$ cat src/rtl/addertree9_seq_ctrl.sv
// addertree9_seq_ctrl: sequencer for the 9-input fp16 adder tree.
// Feeds one 3x3 window beat per channel into the external tree, tracks the
// tree latency with a valid shift register, and folds the per-channel tree
// sums into a single fp16 accumulator in channel order.

// Combinational fp16 adder with round-to-nearest-even, subnormals, inf/NaN.
module float_adder (
  input  logic [15:0] i_a,
  input  logic [15:0] i_b,
  output logic [15:0] o_sum
);
  logic        w_swap, w_sub, w_a_spec, w_b_spec, w_a_nan, w_b_nan, w_rnd;
  logic [15:0] w_big, w_sml;
  logic [4:0]  w_eb, w_es, w_d;
  logic [13:0] w_mb, w_ms, w_ms_sh, w_pre, w_norm;
  logic [31:0] w_tmp;
  logic [14:0] w_sum, w_packed, w_rounded;
  logic [5:0]  w_e;
  logic [3:0]  w_lz, w_sh;

  // Align, add/subtract, normalise and round; specials override at the end.
  always_comb begin
    w_swap  = i_b[14:0] > i_a[14:0];
    w_big   = w_swap ? i_b : i_a;
    w_sml   = w_swap ? i_a : i_b;
    w_sub   = w_big[15] ^ w_sml[15];
    // Subnormals share the scale of exponent 1, without the hidden bit.
    w_eb    = (w_big[14:10] == 5'd0) ? 5'd1 : w_big[14:10];
    w_es    = (w_sml[14:10] == 5'd0) ? 5'd1 : w_sml[14:10];
    w_mb    = {(w_big[14:10] != 5'd0), w_big[9:0], 3'b000};
    w_ms    = {(w_sml[14:10] != 5'd0), w_sml[9:0], 3'b000};
    w_d     = w_eb - w_es;
    w_tmp   = {w_ms, 18'd0} >> w_d;
    // Bits shifted past the guard positions collapse into a sticky lsb.
    w_ms_sh = {w_tmp[31:19], w_tmp[18] | (|w_tmp[17:0])};
    w_sum   = w_sub ? ({1'b0, w_mb} - {1'b0, w_ms_sh}) : ({1'b0, w_mb} + {1'b0, w_ms_sh});
    w_e     = {1'b0, w_eb};
    if (w_sum[14]) begin
      w_pre = {w_sum[14:2], w_sum[1] | w_sum[0]};
      w_e   = w_e + 6'd1;
    end else begin
      w_pre = w_sum[13:0];
    end
    w_lz = 4'd14;
    for (int k = 0; k < 14; k++) begin
      if (w_pre[k]) w_lz = 4'(13 - k);
    end
    // Never normalise below exponent 1: the remainder becomes a subnormal.
    w_sh      = (6'(w_lz) < (w_e - 6'd1)) ? w_lz : 4'(w_e - 6'd1);
    w_norm    = w_pre << w_sh;
    w_e       = w_e - 6'(w_sh);
    w_packed  = {(w_norm[13] ? w_e[4:0] : 5'd0), w_norm[12:3]};
    w_rnd     = w_norm[2] & (w_norm[1] | w_norm[0] | w_norm[3]);
    // A rounding carry ripples into the exponent field, up to infinity.
    w_rounded = w_packed + 15'(w_rnd);
    o_sum     = {w_big[15], w_rounded};
    if (w_e >= 6'd31) o_sum = {w_big[15], 15'h7C00};
    if (w_sum == 15'd0) o_sum = {i_a[15] & i_b[15], 15'd0};
    w_a_spec = (i_a[14:10] == 5'h1F);
    w_b_spec = (i_b[14:10] == 5'h1F);
    w_a_nan  = w_a_spec && (i_a[9:0] != 10'd0);
    w_b_nan  = w_b_spec && (i_b[9:0] != 10'd0);
    if (w_a_spec || w_b_spec) begin
      if (w_a_nan || w_b_nan || (w_a_spec && w_b_spec && (i_a[15] != i_b[15])))
        o_sum = 16'h7E00;
      else
        o_sum = w_a_spec ? i_a : i_b;
    end
  end
endmodule

module addertree9_seq_ctrl #(
  parameter int TREE_LAT = 1,
  parameter int CH_MAX   = 64,
  parameter int CNT_W    = $clog2(CH_MAX + 1)
) (
  input  logic             clk,
  input  logic             rst_n,
  input  logic             start,
  input  logic [CNT_W-1:0] ch_num,
  output logic             busy,
  output logic             done,
  input  logic             in_valid,
  output logic             in_ready,
  input  logic [8:0][15:0] in_data,
  output logic [8:0][15:0] tree_a,
  input  logic [15:0]      tree_dout,
  output logic             out_valid,
  input  logic             out_ready,
  output logic [15:0]      out_data
);
  typedef enum logic [1:0] {S_IDLE, S_RUN, S_DRAIN, S_OUT} state_t;

  state_t              r_state, w_state_next;
  logic [CNT_W-1:0]    r_ch_num, r_issued, r_accum;
  logic [TREE_LAT-1:0] r_vld_sr;
  logic [TREE_LAT:0]   w_vld_ext;
  logic [15:0]         r_acc, w_adder_sum;
  logic                r_done;
  logic                w_start_ok, w_fire, w_acc_en, w_last_fire, w_last_acc;

  float_adder u_acc_add (
    .i_a   (r_acc),
    .i_b   (tree_dout),
    .o_sum (w_adder_sum)
  );

  assign w_start_ok  = start && (ch_num != '0) && (ch_num <= CNT_W'(CH_MAX));
  assign in_ready    = (r_state == S_RUN) && (r_issued < r_ch_num);
  assign w_fire      = in_valid && in_ready;
  assign tree_a      = w_fire ? in_data : '0;
  // The oldest slot of the shift register marks a tree result arriving now.
  assign w_acc_en    = r_vld_sr[TREE_LAT-1];
  assign w_vld_ext   = {r_vld_sr, w_fire};
  assign w_last_fire = w_fire && (r_issued == r_ch_num - CNT_W'(1));
  assign w_last_acc  = w_acc_en && (r_accum == r_ch_num - CNT_W'(1));
  assign busy        = (r_state != S_IDLE);
  assign out_valid   = (r_state == S_OUT);
  assign out_data    = r_acc;
  assign done        = r_done;

  // State register.
  always_ff @(posedge clk or negedge rst_n) begin
    if (!rst_n) r_state <= S_IDLE;
    else        r_state <= w_state_next;
  end

  // Next-state logic; the final accumulation wins over any other transition.
  always_comb begin
    w_state_next = r_state;
    case (r_state)
      S_IDLE:  if (w_start_ok) w_state_next = S_RUN;
      S_RUN: begin
        if (w_last_acc)       w_state_next = S_OUT;
        else if (w_last_fire) w_state_next = S_DRAIN;
      end
      S_DRAIN: if (w_last_acc) w_state_next = S_OUT;
      S_OUT:   if (out_ready)  w_state_next = S_IDLE;
      default: w_state_next = S_IDLE;
    endcase
  end

  // Counters, latency tracking, accumulator and done pulse.
  always_ff @(posedge clk or negedge rst_n) begin
    if (!rst_n) begin
      r_ch_num <= '0;
      r_issued <= '0;
      r_accum  <= '0;
      r_vld_sr <= '0;
      r_acc    <= '0;
      r_done   <= 1'b0;
    end else begin
      r_vld_sr <= w_vld_ext[TREE_LAT-1:0];
      r_done   <= (r_state == S_OUT) && out_ready;
      if ((r_state == S_IDLE) && w_start_ok) begin
        r_ch_num <= ch_num;
        r_issued <= '0;
        r_accum  <= '0;
      end else begin
        if (w_fire) r_issued <= r_issued + CNT_W'(1);
        if (w_acc_en) begin
          // First result is loaded as-is so a -0 channel sum survives.
          r_acc   <= (r_accum == '0) ? tree_dout : w_adder_sum;
          r_accum <= r_accum + CNT_W'(1);
        end
      end
    end
  end
endmodule
$ cat config.mk
export PLATFORM = sky130hd
export DESIGN_NAME = addertree9_seq_ctrl
export DESIGN_NICKNAME = d
export VERILOG_FILES = /design/src/rtl/addertree9_seq_ctrl.sv
export SDC_FILE = /design/constraint.sdc
export NUM_CORES = 1
export LEC_CHECK = 0
export CORE_MARGIN = 5
export CORE_UTILIZATION = 38
export CTS_BUF_LIST = sky130_fd_sc_hd__clkbuf_8
export DETAILED_ROUTE_END_ITERATION = 7
export GPL_TIMING_DRIVEN = 0
export HOLD_SLACK_MARGIN = 0.08
export PLACE_DENSITY_LB_ADDON = 0.25
export SETUP_SLACK_MARGIN = 0.02
export SLEW_MARGIN = 10
export SYNTH_ARGS = -nofsm -noshare
export SYNTH_HDL_FRONTEND = slang
export SYNTH_SLANG_ARGS = --single-unit
$ cat constraint.sdc
create_clock -name clk -period 16.3 [get_ports clk]
set_input_delay 3.26 -clock clk [delete_from_list [all_inputs] [get_ports clk]]
set_output_delay 3.26 -clock clk [all_outputs]
set_load 0.02 [all_outputs]
=== Word-level counts from Yosys, hierarchy flattened ===
Cells that the tools add are included.
W data, S select, Z words.

* Input bits: 172
* Logic and storage cells: 116
* Output and inout port bits: 164
* Flip-flop bits (word level): 41

* Equal/unequal tests: 13
* $add $sub $neg: 10
* Mux-type cells: 40
* Bitwise logic cells: 8
* Shifts and indexed selects: 2
* Reduce and logical (&&, ||, !) cells: 31
* Order comparisons: 5

{| class="wikitable"
|+ Operators by type and width
! cell !! number
|-
| $mux W144 || 1
|-
| $mux W16 || 7
|-
| $mux W4 || 9
|-
| $shr A32 B5 Y32 || 1
|-
| $mux W15 || 2
|-
| $mux W7 || 4
|-
| $reduce_bool A10 Y1 || 2
|-
| $reduce_or A18 Y1 || 1
|-
| $add A14 B14 Y15 || 1
|-
| $add A15 B1 Y15 || 1
|-
| $gt A15 B15 Y1 || 1
|-
| $logic_not A15 Y1 || 1
|-
| $mux W5 || 3
|-
| $sub A14 B14 Y15 || 1
|-
| $add A7 B1 Y7 const B || 2
|-
| $eq A7 B7 Y1 || 2
|-
| $mux W14 || 1
|-
| $mux W2 || 7
|-
| $shl A14 B4 Y14 || 1
|-
| $logic_and A1 B1 Y1 || 12
|-
| $mux W3 || 4
|-
| $eq A5 B5 Y1 const B || 2
|-
| $logic_not A5 Y1 || 2
|-
| $reduce_bool A5 Y1 || 2
|-
| 29 further kinds || 39
|}

=== Depth between registers and ports, before layout ===
Gate-level depths: netlist of run 1.

* Depth after elaboration: 37
* Gate-level depth with buffers: 68
* Depth with buffers taken out: 62

=== Modules after synthesis ===
Synthesis of run 1 repeated with hierarchy kept, for this count alone.

* Cell total of the unflattened synthesis: 1336
* Area total of the unflattened synthesis: 9516.6 sq um

{| class="wikitable"
|+ By module, submodules not included
! module !! cells an instance !! seq. area each (sq um) !! area an instance (sq um) !! instances
|-
| float_adder || 906 || 0.0 || 6010.8 || 1
|-
| addertree9_seq_ctrl || 430 || 1026.0 || 3505.9 || 1
|}

=== Worst setup path before layout of run 1 ===
Ideal clock, no wire load.

* Kind: in2reg
* From: input port tree_dout[6]
* To: register r_acc[9], in the netlist out_data[9]
* Required time: 16.204 ns
* Setup slack: 0.716 ns
* Setup time: 0.096 ns
* Arrival: 15.489 ns
* Path buffers: 8
* Stages: 63
* Path through: ha_1 nand4_2 or4_4 o21ai_4 buf_4 buf_2 nand3_1 o31ai_1 nand3_1 and2_1 ha_1 inv_1 fa_1 clkbuf_1 clkbuf_1 nor2_1 nand2_1 mux2i_1 (+27 left out) nor2_1 o211a_4 nor2_4 inv_2 buf_4 ha_1 inv_1 fa_1 nor2b_1 and2_1 and2_1 a211oi_1 a31oi_1 inv_1 nand2_1 nor3_1 a221oi_1 o31ai_1

* Word-level cells in the longest chain between the ends: 37
* Elaborated cells between the ends (all ways): 57
* Classes of those cells: add/sub (7); order compare (3); eq/ne (1); shift (2); mux (27); bitwise (6); reduce/logical (11)

{| class="wikitable"
|+ RTL lines
! item !! RTL line !! RTL
|-
| from (decl) || 87 || <nowiki>input logic [15:0] tree_dout,</nowiki>
|-
| $gt A15 B15 Y1 || 23 || <nowiki>w_swap = i_b[14:0] > i_a[14:0];</nowiki>
|-
| $mux W16 (on tied branches) || 24, 25 ||
|-
| $logic_not A5 Y1 (on tied branches) || 28, 29 ||
|-
| $mux W5 (on tied branches) || 28, 29 ||
|-
| $sub A5 B5 Y5 || 32 || <nowiki>w_d = w_eb - w_es;</nowiki>
|-
| $shr A32 B5 Y32 || 33 || <nowiki>w_tmp = {w_ms, 18'd0} >> w_d;</nowiki>
|-
| $reduce_or A18 Y1 || 35 || <nowiki>w_ms_sh = {w_tmp[31:19], w_tmp[18] | (|w_tmp[17:0])};</nowiki>
|-
| $or A1 B1 Y1 || 35 ||
|-
| (+20 left out) || - ||
|-
| $shl A14 B4 Y14 || 50 || <nowiki>w_norm = w_pre << w_sh;</nowiki>
|-
| $or A1 B1 Y1 (2 in series) || 53 || <nowiki>w_rnd = w_norm[2] & (w_norm[1] | w_norm[0] | w_norm[3]);</nowiki>
|-
| $and A1 B1 Y1 || 53 ||
|-
| $add A15 B1 Y15 || 55 || <nowiki>w_rounded = w_packed + 15'(w_rnd);</nowiki>
|-
| $mux W15 || 57 || <nowiki>if (w_e >= 6'd31) o_sum = {w_big[15], 15'h7C00};</nowiki>
|-
| $mux W16 || 58 || <nowiki>if (w_sum == 15'd0) o_sum = {i_a[15] & i_b[15], 15'd0};</nowiki>
|-
| $mux W16 || 63 || <nowiki>if (w_a_spec || w_b_spec) begin</nowiki>
|-
| $mux W16 || 163 || <nowiki>r_acc <= (r_accum == '0) ? tree_dout : w_adder_sum;</nowiki>
|-
| to (signal assigned) || 163 ||
|-
| to (decl) || 98 || <nowiki>logic [15:0] r_acc, w_adder_sum;</nowiki>
|}

Several ways; a longest one is shown, not always the timed one.
A chain may end at the register's enable or synchronous reset.

=== Worst setup path in the final report of run 1 ===
* From: input port tree_dout[2]
* To: register r_acc[3], in the netlist out_data[3]

The elaborated chain is that of the path after synthesis.

==> results of run 1 <==
## area by class of cell
| class | instances | area share, % |
|---|---|---|
| multi-input combinational | 1162 | 59.25 |
| timing repair buffer | 351 | 24.95 |
| sequential | 41 | 7.358 |
| tap | 330 | 2.961 |
| buffer | 79 | 2.647 |
| inverter | 79 | 2.145 |
| clock buffer | 6 | 0.5922 |
| antenna | 4 | 0.07179 |
| clock inverter | 1 | 0.02692 |
## synthesized netlist by cell type (28+ instances only)
cell type  number
and3_1        150
nand2_1       123
a21oi_1        93
nor2_1         92
o21ai_0        83
inv_1          74
ha_1           68
clkbuf_1       65
nand3_1        57
dfrtp_1        41
xnor2_1        40
nor3_1         38
mux2i_1        34
xor2_1         28
## metal layers
metal / vias to the layer above / wire [um] / track usage, %
met4: 2 / 1927 / 9.590
met2: 784 / 24930 / 58.05
met5: - / 11 / 0
li1: 5833 / - / -
met3: 109 / 6454 / 10.35
met1: 6085 / 21870 / 47.18
## per-stage QoR
step | setup slack, ns | TNS, ns | utilization (%) | area, sq um
after global placement | -3.083 | -40.42 | 53.43 | 13380
final | 0.6412 | 0 | 55.69 | 13940
after detailed placement | -2.158 | -26.18 | 53.57 | 13410
after CTS | 0.08836 | 0 | 54.58 | 13670
after global routing | -0.1169 | -0.6112 | 55.67 | 13940
after floorplan | 0.7156 | 0 | - | 9620
## cell usage in the layout (no fill, tap or decap), drive strengths merged, types with 7 or more instances in the layout
cell type / count
nor2: 93
clkbuf: 75
a221oi: 14
xnor2: 41
a32oi: 12
a31oi: 15
a21o: 20
dlymetal6s2s: 10
nor3: 41
a21oi: 96
or3: 16
nand3: 59
and3: 150
a211oi: 22
nor4: 13
o211ai: 21
or2: 7
o32ai: 7
o21ai: 101
buf: 33
o31ai: 13
and2: 14
a2111oi: 10
ha: 68
nand2: 126
clkdlybuf4s50: 318
inv: 78
mux2i: 37
o221ai: 10
nand2b: 8
xor2: 28
nand4: 19
dfrtp: 41
## logic make-up after synthesis
| family | share of synthesized area (%) |
|---|---|
| and+or+nand+nor | 31.51 |
| AOI/OAI and AO/OA | 30.28 |
| buffers and inverters | 6.711 |
| adders and majority gates | 9.468 |
| xor gates and xnor gates | 6.360 |
| muxes | 5.007 |
| DFF | 10.66 |
## worst min-delay path by stage
stage / startpoint / to / slack (ns) / cells after the start
after floorplan: r_state[0]$_DFFE_PN0P_ / r_state[0]$_DFFE_PN0P_ / 0.51 / 1
after global placement: r_state[0]$_DFFE_PN0P_ / r_state[0]$_DFFE_PN0P_ / 0.54 / 1
after detailed placement: r_state[0]$_DFFE_PN0P_ / r_state[0]$_DFFE_PN0P_ / 0.56 / 1
after CTS: r_state[0]$_DFFE_PN0P_ / r_state[0]$_DFFE_PN0P_ / 0.56 / 1
after global routing: r_state[0]$_DFFE_PN0P_ / r_state[0]$_DFFE_PN0P_ / 0.60 / 1
final: r_state[0]$_DFFE_PN0P_ / r_state[0]$_DFFE_PN0P_ / 0.57 / 1
## sequential cells by signal, indices dropped and copies added (netlist names), named ones only
register,flops
done,1
out_data,15
r_accum,7
r_ch_num,7
r_issued,7
r_state,2
r_vld_sr,1
## timing repair
| action | in CTS | in global routing |
|---|---|---|
| hold buffers | 0 | 0 |
| setup buffers | 6 | 9 |
| pin swaps | 6 | 7 |
| endpoints found under the setup margin | 15 | 15 |
| resized for setup | 37 | 67 |
## worst max-delay path, delay by kind of cell
kind | cells | cell delay [ns]
xor+xnor | 1 | 0.22
buf+inv | 12 | 1.83
fa+ha+maj | 8 | 2.42
simple gates | 16 | 3.15
mux | 2 | 0.43
compound gates | 25 | 4.54
==> impl_metrics.env, run 1 <==
export IMPL_drtIter0Drc=1607
export IMPL_std_cell_rows=58
export IMPL_period_minus_slack_ns=15.66
export IMPL_worstMarginPinSlew_ns=1.039
export IMPL_die_w_um=169.1
export IMPL_synthArstFlopShare_pct=100.0
export IMPL_die_y_um=169.1
export IMPL_ys_top_cells_by_area="dfrtp_1, and3_1, ha_1"
export IMPL_syn_nets=1606
export IMPL_critical_path_arrival_ns=15.87
export IMPL_drcViolationCount=0
export IMPL_num_io_pins=336
export IMPL_startpoint="tree_dout[2]"
export IMPL_root_buffer="clkbuf_8"
export IMPL_maxSlewViolCount=0
export IMPL_hold_viol=0
export IMPL_crit_type="primary input to flop"
export IMPL_antenna_found_initial=4
export IMPL_synth_top_area_share_pct=10.66
export IMPL_final_antenna_net_count=0
export IMPL_fmax_mhz=63.86
export IMPL_crit_slowest_cell="or4_4"
export IMPL_reg2regPathDepth=64
export IMPL_drt_pass1_iterations=6
export IMPL_clk_pin_slew_worst_paths_ns=0.07
export IMPL_grt_pass1_vias=11690
export IMPL_slowest_delay_ns=0.59
export IMPL_dp_hpwl_um=47040
export IMPL_rr_endpoint="out_data[3]$_DFFE_PN0P_"
export IMPL_ys_warn_count=0
export IMPL_dp_cells=2029
export IMPL_grt_max_degree=27
export IMPL_fill_cells=2381
export IMPL_die_area_sq_um=28600
export IMPL_port_buffers=334
export IMPL_max_slew_margin_pct=30.56
export IMPL_synthFlopType="dfrtp_1"
export IMPL_setup_viol=0
export IMPL_seq_area_sq_um=1026
export IMPL_clock_latency_ns=0.29
export IMPL_crit_path_start_kind="primary input"
export IMPL_synth_edf_count=0
export IMPL_worst_hold_slack_ns=0.5699
export IMPL_wl_per_cell_um=26.88
export IMPL_ys_ff_latch=41
export IMPL_globalplace_congestion=1.069
export IMPL_drt_total_wl_um=55190
export IMPL_grt_use_total_pct=35.91
export IMPL_r2r_setup_slack_ns=3.19
export IMPL_syn_area_sq_um=9620
export IMPL_overflow=0
export IMPL_multi_input_comb_area_sq_um=8262
export IMPL_r2r_start="out_data[4]$_DFFE_PN0P_"
export IMPL_cp_required_ns=16.51
export IMPL_drive_gt1_share_pct=9.599
export IMPL_yosysTopAreaCell="dfrtp_1"
export IMPL_numCtsBuffers=5
export IMPL_core_sq_um=25040
export IMPL_htree_levels=2
export IMPL_viasPerCell=6.241
export IMPL_endpoint_kind="flop"
export IMPL_status="finished clean"
export IMPL_min_path_type="flop to flop"
export IMPL_yosysSeqAreaShare_pct=10.66
export IMPL_cts_path_max_buffers=2
export IMPL_worst_path_max_fanout=10
export IMPL_grt_pass1_wl_um=78360
export IMPL_period_share_pct=96.07
export IMPL_cap_viol_max_count=0
export IMPL_start_util_pct=38.43
export IMPL_crit_end="out_data[3]$_DFFE_PN0P_"
export IMPL_layout_nets=1962
export IMPL_synthCells=1363
export IMPL_clkSinkCount=41
export IMPL_cts_tree="yes"
export IMPL_synth_cell_type_count=118
export IMPL_syn_area_per_cell_sq_um=7.058
export IMPL_instances_no_fill=2053
export IMPL_syn_to_final_growth_pct=44.93
export IMPL_fin_worst_skew_ns=0.004675
export IMPL_vias=12813
Power of run 1 is left out: the tool's default activity adds up to more than one toggle a clock period on the data nets, which glitch-free logic cannot reach.
==> run 2, diff against run 1 <==
ABC_AREA = 1   (was unset)
CORE_UTILIZATION = 47   (was 38)
==> run 2 against run 1 <==
Global-route usage fell by 5.6 points. Cell area fell by 8.8%. Via count fell by 12%. Core utilization rose by 12 points. Synthesized cell count rose by 17%. Clock-buffer cell count rose by 1. Setup slack improved by 0.45 ns.
==> impl_metrics.env, run 2 <==
export IMPL_hold_buffers=0
export IMPL_cts_tree="yes"
export IMPL_status="finished clean"
export IMPL_crit_slowest_cell="o31ai_1"
export IMPL_final_antenna_net_count=0
export IMPL_overflow=0
export IMPL_synth_edf_count=0
export IMPL_htree_levels=2
export IMPL_synth_xor_area_share_pct=3.797
export IMPL_critical_path_arrival_ns=15.44
export IMPL_syn_nets=1842
export IMPL_vdd_ir_drop_max_v=0.00006713
export IMPL_setup_tns_ns=0
export IMPL_ys_top_cells_by_area="nand2_1, inv_1, dfrtp_1"
export IMPL_hold_viol=0
export IMPL_slowest_delay_ns=0.59
export IMPL_num_io_pins=336
export IMPL_layout_common_cells="nand2_1, clkdlybuf4s50_1, inv_1"
export IMPL_period_minus_slack_ns=15.21
export IMPL_cap_viol_max_count=0
export IMPL_root_buffer="clkbuf_8"
export IMPL_fmax_mhz=65.74
export IMPL_worstMarginPinSlew_ns=0.8830
export IMPL_layout_nets=2186
export IMPL_setup_viol=0
export IMPL_cp_required_ns=16.52
export IMPL_endpoint_kind="flop"
export IMPL_worst_path_max_fanout=10
export IMPL_drt_total_wl_um=34920
export IMPL_post_cts_resized=0
export IMPL_fin_worst_skew_ns=0.01572
export IMPL_gr_usage_met3_pct=5.978
export IMPL_grt_use_total_pct=30.29
export IMPL_crit_type="primary input to flop"
export IMPL_final_core_util_pct=67.95
export IMPL_synth_cell_type_count=63
export IMPL_die_w_um=147.8
export IMPL_yosysMostFrequentCell="nand2_1"
export IMPL_viasPerCell=5.166
export IMPL_synthMuxAreaShare_pct=0.1121
export IMPL_grt_pass1_vias=10455
export IMPL_synth_compound_area_share_pct=13.52
export IMPL_synthFlopType="dfrtp_1"
export IMPL_dp_hpwl_um=30080
export IMPL_fill_cells=1732
export IMPL_ys_warn_count=0
export IMPL_cts_path_max_buffers=2
export IMPL_diodes=0
export IMPL_p_leak_nw=6.665
export IMPL_grt_pass1_wl_um=54070
export IMPL_die_area_sq_um=21860
export IMPL_start_util_pct=47.74
export IMPL_syn_area_per_cell_sq_um=5.585
export IMPL_final_common_cell="nand2_1"
export IMPL_std_cell_rows=50
export IMPL_ys_ff_latch=41
export IMPL_maxSlewViolCount=0
export IMPL_grtUsageMet2_pct=53.64
export IMPL_globalplace_congestion=0.9947
export IMPL_die_y_um=147.8
export IMPL_period_share_pct=93.33
export IMPL_numCtsBuffers=5
export IMPL_syn_to_final_growth_pct=42.33
export IMPL_syn_area_sq_um=8930
export IMPL_clkSinkCount=41
export IMPL_synth_adder_area_share_pct=10.20
export IMPL_drcViolationCount=0
export IMPL_postCtsSetupBuffers=0
export IMPL_core_sq_um=18710
export IMPL_dpl_cell_area_sq_um=12600
export IMPL_vias=11251
export IMPL_busiest_layer="met2"
export IMPL_max_slew_margin_pct=40.93
export IMPL_synthArstFlopShare_pct=100.0
export IMPL_antenna_found_initial=1
export IMPL_synth_top_family_by_area="simple AND/OR/NAND/NOR gates"
export IMPL_drt_pass1_iterations=6
export IMPL_crit_path_start_kind="primary input"
export IMPL_use_met1_pct=37.54
export IMPL_power_density_nw_per_um2=91.62
export IMPL_synth_top_area_share_pct=16.31
export IMPL_crit_path_frequent_cell="inv_1"
export IMPL_drive_gt1_share_pct=5.761
export IMPL_min_path_type="flop to flop"
export IMPL_clock_latency_ns=0.31
export IMPL_yosysTopAreaCell="nand2_1"
export IMPL_seq_area_sq_um=1026
export IMPL_multi_input_comb_area_sq_um=6397
export IMPL_wl_per_cell_um=16.03
export IMPL_largest_reg_flops=15
export IMPL_clk_pin_slew_worst_paths_ns=0.09
export IMPL_final_cell_area_sq_um=12710
export IMPL_dp_cells=2170
export IMPL_yosysSeqAreaShare_pct=11.49
export IMPL_synthCells=1599
export IMPL_port_buffers=335
export IMPL_grt_max_degree=26
export IMPL_instances_no_fill=2178
export IMPL_synthTopCellsByCount="nand2_1, inv_1, nor2_1"
export IMPL_grt_setup_unrepaired="false"
export IMPL_drtIter0Drc=874
export IMPL_synthSimpleGateAreaFrac_pct=43.94
run 2: cell types whose count changed after synthesis, moves of 18 or more:
cell      delta
a211oi_1    -19
a21o_1      -18
a21oi_1     -25
and3_1     -149
clkbuf_1    -34
inv_1      +244
mux2i_1     -33
nand2_1    +265
nand3_1     +87
nor2_1     +129
nor3_1      -22
o21ai_0     -25
xnor2_1     -37
run 2: routing by layer:
metal	part of all wire, %	up-vias	wire (um)
met3	8.0	58	2778
met5	0	-	0
met1	40	5049	14140
met2	48	466	16900
met4	3.2	0	1103
li1	-	5678	-
run 2: logic make-up (layout without fill, tap and decap cells):
group,Yosys count,in the layout
simple gates,867,867
compound gates,204,204
flops,41,41
fa+ha+maj,71,71
buf+inv,378,723
mux,1,1
xor+xnor,37,37
run 2: report_power, final:
part / internal [mW] / switching (mW)
combinational: 0.341 / 0.644
clock: 0.0392 / 0.0388
sequential: 0.102 / 0
total: 0.481 / 0.683
run 2: worst paths after layout:
check,start,end,slack [ns],cells past startpoint
worst min register to register,out_data[13]$_DFFE_PN0P_,out_data[13]$_DFFE_PN0P_,0.51,2
worst min-delay path,out_data[13]$_DFFE_PN0P_,out_data[13]$_DFFE_PN0P_,0.51,2
max in group asynchronous,rst_n,r_accum[6]$_DFFE_PN0P_,12.95,2
min in group asynchronous,rst_n,r_ch_num[2]$_DFFE_PN0P_,2.87,1
worst max-delay path,tree_dout[14],out_data[0]$_DFFE_PN0P_,1.09,61
worst max register to register,out_data[6]$_DFFE_PN0P_,out_data[0]$_DFFE_PN0P_,4.06,61
run 2: area by class of cell:
cell class / instances / area share, %
sequential: 41 / 8.072
buffer: 49 / 2.185
clock buffer: 7 / 0.7580
multi-input combinational: 1180 / 50.33
inverter: 329 / 9.716
clock inverter: 1 / 0.06891
timing repair buffer: 337 / 26.56
tap: 234 / 2.304
run 2: through the flow:
step	total power [mW]	setup slack (ns)	hold WS, ns
finish	1.164	1.088	0.5115
detailed placement	1.068	1.010	0.4954
global route	1.280	0.1894	0.5445
CTS	1.148	1.299	0.5157
floorplan	0.8384	3.759	0.4772
global placement	1.052	1.261	0.4961
run 2: worst max-delay path: cells and delay by family:
family | cells | cell delay, ns
buf+inv | 15 | 3.07
simple gates | 22 | 2.92
compound gates | 12 | 2.47
fa+ha+maj | 8 | 2.43
xor+xnor | 4 | 1.25
No activity file was read; power rests on OpenSTA's default activity.
